File: src/rtl/snax_simbacore_cfgseq_pkg.sv
// -----------------------------------------------------------------------------
// snax_simbacore_cfgseq_pkg
// Shared types and constants for the SimbaCore CSR configuration sequencer:
//   - sequencer FSM state encoding
//   - indices of the read-only status words returned to the CSR manager
//   - location of the timeout word and the clear-statistics flag in the RW set
// -----------------------------------------------------------------------------
package snax_simbacore_cfgseq_pkg;

    typedef enum logic [1:0] {
        IDLE  = 2'd0,
        START = 2'd1,
        RUN   = 2'd2
    } state_e;

    // Read-only status word indices
    localparam int unsigned RO_BUSY   = 0;
    localparam int unsigned RO_CYCLES = 1;
    localparam int unsigned RO_JOBS   = 2;
    localparam int unsigned RO_STATUS = 3;

    // RW config layout
    localparam int unsigned CLEAR_STATS_BIT = 31;
    localparam int unsigned TIMEOUT_IDX     = 0;

endpackage

File: src/rtl/snax_simbacore_csr_cfg_sequencer.sv
// -----------------------------------------------------------------------------
// snax_simbacore_csr_cfg_sequencer
// Accelerator-side endpoint of the SimbaCore CSR register-set handshake.
// Accepts one packed RW config set at a time, holds it as the active job
// configuration, launches the job, counts its cycles with a timeout watchdog
// and reports busy / last cycle count / job count / abort status.
//
// Ports:
//   clk_i, rst_ni          clock, asynchronous active-low reset
//   csr_reg_rw_set_i       RW config set from CSR manager (word 0 = timeout,
//                          last word bit 31 = clear statistics)
//   csr_reg_set_valid_i    config set valid
//   csr_reg_set_ready_o    high in IDLE only; set consumed on valid && ready
//   csr_reg_ro_set_o       status: [0] busy, [1] cycles, [2] jobs,
//                          [3] {abort count[15:0], 15'b0, sticky error}
//   acc_cfg_o              latched active config
//   acc_start_o            one-cycle job start pulse
//   acc_done_i             one-cycle job completion pulse (RUN only)
//   acc_abort_o            one-cycle abort pulse on timeout
// -----------------------------------------------------------------------------
module snax_simbacore_csr_cfg_sequencer
    import snax_simbacore_cfgseq_pkg::*;
#(
    parameter int unsigned NumRwCsr = 7,
    parameter int unsigned NumRoCsr = 4
) (
    input  logic                       clk_i,
    input  logic                       rst_ni,
    input  logic [NumRwCsr-1:0][31:0]  csr_reg_rw_set_i,
    input  logic                       csr_reg_set_valid_i,
    output logic                       csr_reg_set_ready_o,
    output logic [NumRoCsr-1:0][31:0]  csr_reg_ro_set_o,
    output logic [NumRwCsr-1:0][31:0]  acc_cfg_o,
    output logic                       acc_start_o,
    input  logic                       acc_done_i,
    output logic                       acc_abort_o
);

    state_e                     r_state;
    state_e                     w_state_next;
    logic [NumRwCsr-1:0][31:0]  r_cfg;
    logic [31:0]                r_cnt;
    logic [31:0]                r_cycles;
    logic [31:0]                r_jobs;
    logic                       r_err;
    logic [15:0]                r_aborts;

    logic [31:0]                w_cnt_inc;
    logic                       w_accept;
    logic                       w_clear;
    logic                       w_done;
    logic                       w_timeout;

    // w_cnt_inc is the count "as seen" in the current RUN cycle: the register
    // is zeroed in START, so the first RUN cycle observes 1.
    always_comb begin
        w_cnt_inc = (r_cnt == '1) ? r_cnt : r_cnt + 32'd1;
        w_accept  = (r_state == IDLE) && csr_reg_set_valid_i;
        w_clear   = csr_reg_rw_set_i[NumRwCsr-1][CLEAR_STATS_BIT];
        w_done    = (r_state == RUN) && acc_done_i;
        // Done takes priority over a coincident timeout.
        w_timeout = (r_state == RUN) && !acc_done_i &&
                    (r_cfg[TIMEOUT_IDX] != '0) &&
                    (w_cnt_inc == r_cfg[TIMEOUT_IDX]);
    end

    always_ff @(posedge clk_i or negedge rst_ni) begin
        if (!rst_ni) begin
            r_state <= IDLE;
        end else begin
            r_state <= w_state_next;
        end
    end

    always_comb begin
        w_state_next        = r_state;
        csr_reg_set_ready_o = 1'b0;
        acc_start_o         = 1'b0;
        acc_abort_o         = 1'b0;
        case (r_state)
            IDLE: begin
                csr_reg_set_ready_o = 1'b1;
                if (w_accept) begin
                    w_state_next = START;
                end
            end
            START: begin
                acc_start_o  = 1'b1;
                w_state_next = RUN;
            end
            RUN: begin
                if (w_done) begin
                    w_state_next = IDLE;
                end else if (w_timeout) begin
                    acc_abort_o  = 1'b1;
                    w_state_next = IDLE;
                end
            end
            default: begin
                w_state_next = IDLE;
            end
        endcase
    end

    always_ff @(posedge clk_i or negedge rst_ni) begin
        if (!rst_ni) begin
            r_cfg    <= '0;
            r_cnt    <= '0;
            r_cycles <= '0;
            r_jobs   <= '0;
            r_err    <= 1'b0;
            r_aborts <= '0;
        end else begin
            if (w_accept) begin
                r_cfg <= csr_reg_rw_set_i;
                if (w_clear) begin
                    r_jobs   <= '0;
                    r_err    <= 1'b0;
                    r_aborts <= '0;
                end
            end

            if (r_state == START) begin
                r_cnt <= '0;
            end else if (r_state == RUN) begin
                r_cnt <= w_cnt_inc;
            end

            if (w_done) begin
                r_cycles <= w_cnt_inc;
                r_jobs   <= r_jobs + 32'd1;
            end else if (w_timeout) begin
                r_cycles <= w_cnt_inc;
                r_err    <= 1'b1;
                if (r_aborts != '1) begin
                    r_aborts <= r_aborts + 16'd1;
                end
            end
        end
    end

    always_comb begin
        csr_reg_ro_set_o               = '0;
        csr_reg_ro_set_o[RO_BUSY][0]   = (r_state != IDLE);
        csr_reg_ro_set_o[RO_CYCLES]    = r_cycles;
        csr_reg_ro_set_o[RO_JOBS]      = r_jobs;
        csr_reg_ro_set_o[RO_STATUS]    = {r_aborts, 15'b0, r_err};
    end

    assign acc_cfg_o = r_cfg;

endmodule

File: config.mk
export PLATFORM = sky130hd
export DESIGN_NAME = snax_simbacore_csr_cfg_sequencer
export DESIGN_NICKNAME = d
export VERILOG_FILES = /design/src/rtl/snax_simbacore_cfgseq_pkg.sv /design/src/rtl/snax_simbacore_csr_cfg_sequencer.sv
export SDC_FILE = /design/constraint.sdc
export NUM_CORES = 1
export LEC_CHECK = 0
export BUFFER_PORTS_ARGS = -buffer_cell sky130_fd_sc_hd__buf_2
export CORE_AREA = 2 2 224 226
export DETAILED_ROUTE_END_ITERATION = 10
export DIE_AREA = 0 0 226 228
export PLACE_DENSITY = 0.66
export RECOVER_POWER = 100
export SLEW_MARGIN = 20
export SYNTH_ARGS = -nofsm -noshare
export SYNTH_HDL_FRONTEND = slang
export SYNTH_SLANG_ARGS = --single-unit
File: constraint.sdc
create_clock -name clk_i -period 10.54 [get_ports clk_i]
set_input_delay 1.581 -clock clk_i [delete_from_list [all_inputs] [get_ports clk_i]]
set_output_delay 1.581 -clock clk_i [all_outputs]
set_load 0.05 [all_outputs]
==> results of run 1 <==
==> layout by cell type, fill, tap and decap left out, types with 7 or more instances in the layout <==
| cell | n |
|---|---|
| and4_1 | 7 |
| nand3_1 | 55 |
| o211ai_1 | 13 |
| nor3_1 | 30 |
| conb_1 | 46 |
| or3_1 | 16 |
| buf_2 | 224 |
| nor4_1 | 19 |
| nand4_1 | 34 |
| o22ai_1 | 8 |
| xnor2_1 | 30 |
| nor2b_1 | 13 |
| mux2_1 | 17 |
| a22o_1 | 13 |
| nand2b_1 | 9 |
| mux2_2 | 238 |
| a31oi_1 | 10 |
| o21ai_0 | 80 |
| nand2_1 | 95 |
| o31ai_1 | 18 |
| a211oi_1 | 8 |
| clkbuf_16 | 42 |
| nor2_1 | 58 |
| a21oi_1 | 23 |
| mux2i_1 | 15 |
| clkbuf_1 | 325 |
| xor2_1 | 22 |
| dfrtp_1 | 339 |
| and3_1 | 16 |
| inv_1 | 24 |
==> critical path: cells and delay by family (launching register included) <==
kind                      cells  cell delay, ps
and+or+nand+nor               6            3690
buffers and inverters         2             610
DFF                           1             570
xor gates and xnor gates      1             520
AOI/OAI and AO/OA             1             420
==> how the worst min path moves through the flow <==
stage,from,to,slack [ps],cells past startpoint
after CTS,r_err,r_err,480,2
final,r_cycles[26],r_cycles[26],480,1
after floorplan,r_err,r_err,450,2
after global routing,r_cycles[4],r_cycles[4],500,1
after detailed placement,r_err,r_err,470,2
after global placement,acc_cfg_o[223],acc_cfg_o[223],460,2
==> final cells by class <==
class | instances | share of cell area
tap | 672 | 0.04092
clock buffer | 57 | 0.05584
timing repair buffer | 547 | 0.1156
inverter | 24 | 0.004384
multi-input combinational | 998 | 0.3621
sequential | 339 | 0.4129
clock inverter | 12 | 0.007673
antenna | 5 | 0.0006089
==> power groups by stage <==
stage	registers [W]	clock network, W	logic (W)
after floorplan	0.00367	0	0.00108
after global placement	0.00215	0	0.00366
after detailed placement	0.00217	0	0.00365
after CTS	0.00216	0.00144	0.00366
after global routing	0.00224	0.00149	0.00374
final	0.00218	0.00141	0.00356
==> state kept, by name, summed over array words and instances (netlist names) <==
signal,count
r_state,2
acc_cfg_o,224
r_aborts,16
r_cnt,32
r_cycles,32
r_jobs,32
r_err,1
==> per-stage QoR <==
stage | hold WS, ps | area [sq um]
final | 484.1 | 20550
after global routing | 504.5 | 20550
after CTS | 482.7 | 21060
after detailed placement | 467.8 | 19750
after global placement | 462.3 | 19750
after floorplan | 447.8 | 16880
==> logic make-up (layout without fill, tap and decap cells) <==
logic type | Yosys count | in the layout
and+or+nand+nor | 403 | 403
DFF | 339 | 339
muxes | 271 | 271
AOI/OAI and AO/OA | 217 | 217
buffers and inverters | 157 | 640
xor gates and xnor gates | 55 | 55
adders and majority gates | 6 | 6
other | 1 | 51
==> layer usage <==
| layer | vias to the layer above | wire, um |
|---|---|---|
| met1 | 6747 | 24070 |
| met4 | 2 | 2683 |
| li1 | 6180 | - |
| met3 | 125 | 4914 |
| met2 | 566 | 29760 |
| met5 | - | 13 |
==> impl_metrics.yaml, run 1 <==
status:
  status: "finished, violations left"
  violations: "max-capacitance violations, max-slew violations"
finish:
  drive_gt1_frac: 0.2792
  multiInputGateArea_sq_mm: 0.007441
  finalNonFillerCells: 2654
  final_core_util: 0.4164
  area_growth_pct: 22.96
  ff_latch_area_sq_mm: 0.008483
  fillers: 4887
  finalNetCount: 2185
clock_tree:
  hold_buffers: 0
  clock_path_buffers: 3
  numCtsBuffers: 41
  cts_sinks: 339
  htree_levels: 2
  clk_latency_ps: 570
  clk_pin_slew_ps: 60
  ctsResizeCount: 0
  clockRootBuffer: "clkbuf_16"
  cts_tree: "done"
  post_cts_buffers: 0
worst_setup_path:
  worst-setup-path-type: "flop to output port"
  rrSetupSlack_ps: 3380
  max_stage_delay_ps: 1430
  critPathLaunch: "r_cnt[2]"
  cp_cell_sequence: "nand3_1 -> nor3_1 -> a31oi_1 -> xnor2_1 -> nand2_1 -> or4b_1 -> nor4_1 -> nand4_1 -> inv_1 -> clkbuf_1"
  critPathLaunchType: "flop"
  critical_path_required_ps: 8960
  timing.rr.start: "r_cnt[2]"
  endpoint_kind: "output port"
  cp_slowest_cell: "nor3_1"
  crit_end: "acc_abort_o"
  r2r_end: "r_cycles[13]"
  crit_fanout: 21
  reg2regPathDepth: 9
  cp_data_arrival_time_ps: 6370
yosys:
  synthTopCellsByCount: "339 x dfrtp_1, 238 x mux2_2, 94 x nand2_1, 78 x o21ai_0"
  synthAdderAreaFrac: 0.004492
  syn_area_sq_mm: 0.01671
  synth_top_family_by_area: "multiplexers"
  synthXorXnorAreaFrac: 0.03137
  yosys.cell_count.top_type: "dfrtp_1"
  async_reset_ff_frac: 1.000
  yosys.area_share.simple: 0.1354
  yosysTopAreaCellShare: 0.5076
  ys_ff_latch: 339
  synth_compound_area_frac: 0.08723
  postSynthCellCount: 1449
  synth_edf_count: 0
  ys_seq_area_frac: 0.5076
  ys.flop_type: "dfrtp_1"
  avgSynthCellArea_sq_um: 11.53
  synth_area_leader_cell: "dfrtp_1"
  synth_area_leaders: "dfrtp_1 51%, mux2_2 16%, buf_4 2.6%"
  synth.area.mux_share: 0.1817
  synth.distinct_cells: 89
  synth_warnings: 0
power_and_ir_drop:
  sequentialPowerShare: 0.305
  leakagePower_nw: 8.823
  power_w: 0.007145
  comb_power_share: 0.499
  max-vdd-ir-drop_mv: 0.2453
  intPower_w: 0.003507
  p_sw_frac: 0.5092
  clockPowerShare: 0.197
  cellPowerDensity_mw_per_mm2: 347.7
  p_sw_w: 0.003638
placement:
  dp_hpwl_mm: 46.99
  dp_cells: 2580
  gp_congestion: 0.9728
  io_buffers: 536
  dp_worst_setup_slack_ps: 4604
sta:
  fin_crit_ps: 7956
  hold_viol: 0
  rsz0062_at_grt: "false"
  fin_skew_ps: 29.42
  max_clock_freq_ghz: 0.1257
  slew_violations: 462
  finalSetupViolations: 0
  min_period_over_period: 0.7548
  worstMarginPinSlew_ps: 5900
  post-route-worst-setup-slack_ps: 2584
  setup-tns-final_ps: 0
  slew_headroom: -2.933
detailed_routing:
  drt.antenna.violating_nets: 0
  wl_mm: 61.45
  wl_per_cell_um: 23.15
  route.detailed.drc: 0
  dr.pass1.iters: 7
  vias_per_cell: 5.132
  drtIter0Drc: 824
  vias: 13620
hold_path:
  worstHoldPathType: "flop to flop"
floorplan:
  die_h_um: 228
  coreArea_sq_mm: 0.04935
  ioPinCount: 583
  rows: 82
  die_x_um: 226
  initial_core_util: 0.3386
  die-area_sq_mm: 0.05153
global_route:
  grt_use_met1: 0.2864
  use_met2: 0.3977
  grt_pass1_wl_mm: 91.56
  track_usage: 0.2372
  busiest_layer: "met2"
  gr-total-overflow: 0
  grt_max_degree: 181
  grt_util_met3: 0.06929
  antenna_found_initial: 10
  grt_pass1_vias: 13920
job:
  drv_cap: 7
No activity file was read; power rests on OpenSTA's default activity.
==> inputs of run 2 (changes only) <==
--- a/config.mk
+++ b/config.mk
@@ -5,11 +5,12 @@
 export SDC_FILE = /design/constraint.sdc
 export NUM_CORES = 1
 export LEC_CHECK = 0
+export ABC_AREA = 1
 export BUFFER_PORTS_ARGS = -buffer_cell sky130_fd_sc_hd__buf_2
-export CORE_AREA = 2 2 224 226
+export CORE_AREA = 2 2 229 231
 export DETAILED_ROUTE_END_ITERATION = 10
-export DIE_AREA = 0 0 226 228
-export PLACE_DENSITY = 0.66
+export DIE_AREA = 0 0 231 233
+export PLACE_DENSITY = 0.62
 export RECOVER_POWER = 100
 export SLEW_MARGIN = 20
 export SYNTH_ARGS = -nofsm -noshare
==> constraint.sdc (replaced) <==
create_clock -name clk_i -period 7.75 [get_ports clk_i]
set_input_delay 1.1625 -clock clk_i [delete_from_list [all_inputs] [get_ports clk_i]]
set_output_delay 1.1625 -clock clk_i [all_outputs]
set_load 0.05 [all_outputs]
==> run 2 against run 1 <==
- the run still ends with max-capacitance violations, max-slew violations left
- flip-flop and latch count unchanged
- area after synthesis decreased by 5.2%
- worst setup slack got worse by 1200 ps
==> impl_metrics.yaml, run 2 <==
floorplan:
  coreArea_sq_mm: 0.05109
  die_x_um: 231
  die-area_sq_mm: 0.05382
  rows: 83
  initial_core_util: 0.3099
  ioPinCount: 583
  die_h_um: 233
yosys:
  synth_edf_count: 0
  ys.flop_type: "dfrtp_1"
  async_reset_ff_frac: 1.000
  ys_ff_latch: 339
  avgSynthCellArea_sq_um: 7.690
  ys_seq_area_frac: 0.5358
  synth_warnings: 0
  synth_area_leader_cell: "dfrtp_1"
  synth.distinct_cells: 36
  synth_area_leaders: "dfrtp_1 54%, nand2_1 24%, nand3_1 3.6%"
  yosysTopAreaCellShare: 0.5358
  synthTopCellsByCount: "1007 x nand2_1, 339 x dfrtp_1, 129 x inv_1, 119 x nor2_1, 113 x nand3_1"
  postSynthCellCount: 2059
  yosys.cell_count.top_type: "nand2_1"
  syn_area_sq_mm: 0.01583
clock_tree:
  htree_levels: 2
  clk_latency_ps: 560
  cts_tree: "done"
  clockRootBuffer: "clkbuf_16"
  post_cts_buffers: 0
  hold_buffers: 0
  clk_pin_slew_ps: 60
  ctsResizeCount: 0
  numCtsBuffers: 39
  cts_sinks: 339
  clock_path_buffers: 3
sta:
  min_period_over_period: 0.8239
  fin_crit_ps: 6385
  setup-tns-final_ps: 0
  max_clock_freq_ghz: 0.1566
  finalSetupViolations: 0
  worstMarginPinSlew_ps: 5066
  slew_violations: 386
  fin_skew_ps: 27.84
  post-route-worst-setup-slack_ps: 1365
  slew_headroom: -2.377
  rsz0062_at_grt: "false"
  hold_viol: 0
  whs_ps: 478.7
worst_setup_path:
  worst-setup-path-type: "flop to output port"
  critical_path_required_ps: 6590
  endpoint_kind: "output port"
  cp_data_arrival_time_ps: 5220
  crit_fanout: 51
  critPathLaunchType: "flop"
power_and_ir_drop:
  cellPowerDensity_mw_per_mm2: 453.9
  leakagePower_nw: 10.18
  max-vdd-ir-drop_mv: 0.3086
  power_w: 0.009012
detailed_routing:
  wl_mm: 60.29
  wl_per_cell_um: 18.37
  drtIter0Drc: 1028
  dr.pass1.iters: 5
  route.detailed.drc: 0
  vias: 15300
  drt.antenna.violating_nets: 0
  vias_per_cell: 4.661
placement:
  gp_congestion: 0.9819
  dp_worst_setup_slack_ps: 2778
  dp_hpwl_mm: 46.36
  io_buffers: 536
  dp_cells: 3206
global_route:
  track_usage: 0.2199
  grt_pass1_wl_mm: 90.49
  antenna_found_initial: 16
  gr-total-overflow: 0
  grt_pass1_vias: 15250
  grt_max_degree: 160
status:
  status: "finished, violations left"
  violations: "max-capacitance violations, max-slew violations"
finish:
  area_growth_pct: 25.39
  fillers: 5496
  drive_gt1_frac: 0.1195
  mostFrequentLayoutCell: "nand2_1"
  finalNetCount: 2801
  largest_reg_flops: 224
  finalNonFillerCells: 3282
  layout_common_cells: "1010 x nand2_1, 339 x dfrtp_1, 317 x clkbuf_1"
job:
  drv_cap: 5
hold_path:
  worstHoldPathType: "flop to flop"
run 2: worst max-delay path, cell delays in order, from the launching register on:
cell and delay, ps:
dfrtp_1 520, ha_1 410, inv_2 50, nor2_1 250, nand2_1 200, nor2_4 200
nand2_1 980, o21ai_0 630, xor2_1 180, nor2_1 120, nand2_1 60, nor2_1 130
nand2_1 120, nor2_4 380, buf_2 360
run 2: layout make-up:
type / instances / area, sq um / share of cell area
inverter: 135 / 514.2 / 0.02590
antenna: 8 / 20.02 / 0.001008
timing repair buffer: 545 / 2355 / 0.1186
clock inverter: 15 / 220.2 / 0.01109
multi-input combinational: 1507 / 6312 / 0.3179
tap: 680 / 850.8 / 0.04285
clock buffer: 53 / 1099 / 0.05533
sequential: 339 / 8483 / 0.4273
run 2: worst paths after layout:
check | slack [ps] | startpoint | endpoint | cells after the start
max | 1360 | r_cnt[0] | acc_abort_o | 14
min | 480 | acc_cfg_o[120] | acc_cfg_o[120] | 2
max reg2reg | 1740 | r_state[0] | acc_cfg_o[122] | 7
min reg2reg | 480 | acc_cfg_o[120] | acc_cfg_o[120] | 2
max in group asynchronous | 2090 | rst_ni | r_jobs[6] | 2
min in group asynchronous | 2430 | rst_ni | r_cycles[13] | 1
run 2: cells by family (layout without fill, tap and decap cells):
family,count (synthesis),count (layout),synth area share
buf+inv,258,748,0.07531
fa+ha+maj,6,6,0.004741
xor+xnor,22,22,0.01217
compound gates,135,135,0.04481
other cells,1,54,0.0002368
simple gates,1295,1295,0.3251
flops,339,339,0.5358
mux,3,3,0.001897
run 2: per-stage QoR:
step,area [sq um],utilization
after CTS,20260,0.3966
after detailed placement,18950,0.3708
final,19850,0.3886
after floorplan,16000,-
after global routing,19850,0.3885
after global placement,18950,0.3708
run 2: power breakdown:
part / switching [W] / leakage (nW) / internal [W]
combinational: 0.00356 / 5.18 / 0.000712
clock: 0.000776 / 0.644 / 0.00116
sequential: 0.000436 / 4.36 / 0.00236
total: 0.00478 / 10.2 / 0.00424
run 2: metal layers:
metal / GRT usage / part of all wire / vias to the layer above
met3: 0.06716 / 0.081 / 122
met5: 0 / 0.00046 / -
li1: - / - / 7318
met4: 0.09315 / 0.037 / 4
met1: 0.2731 / 0.41 / 7286
met2: 0.3541 / 0.47 / 569
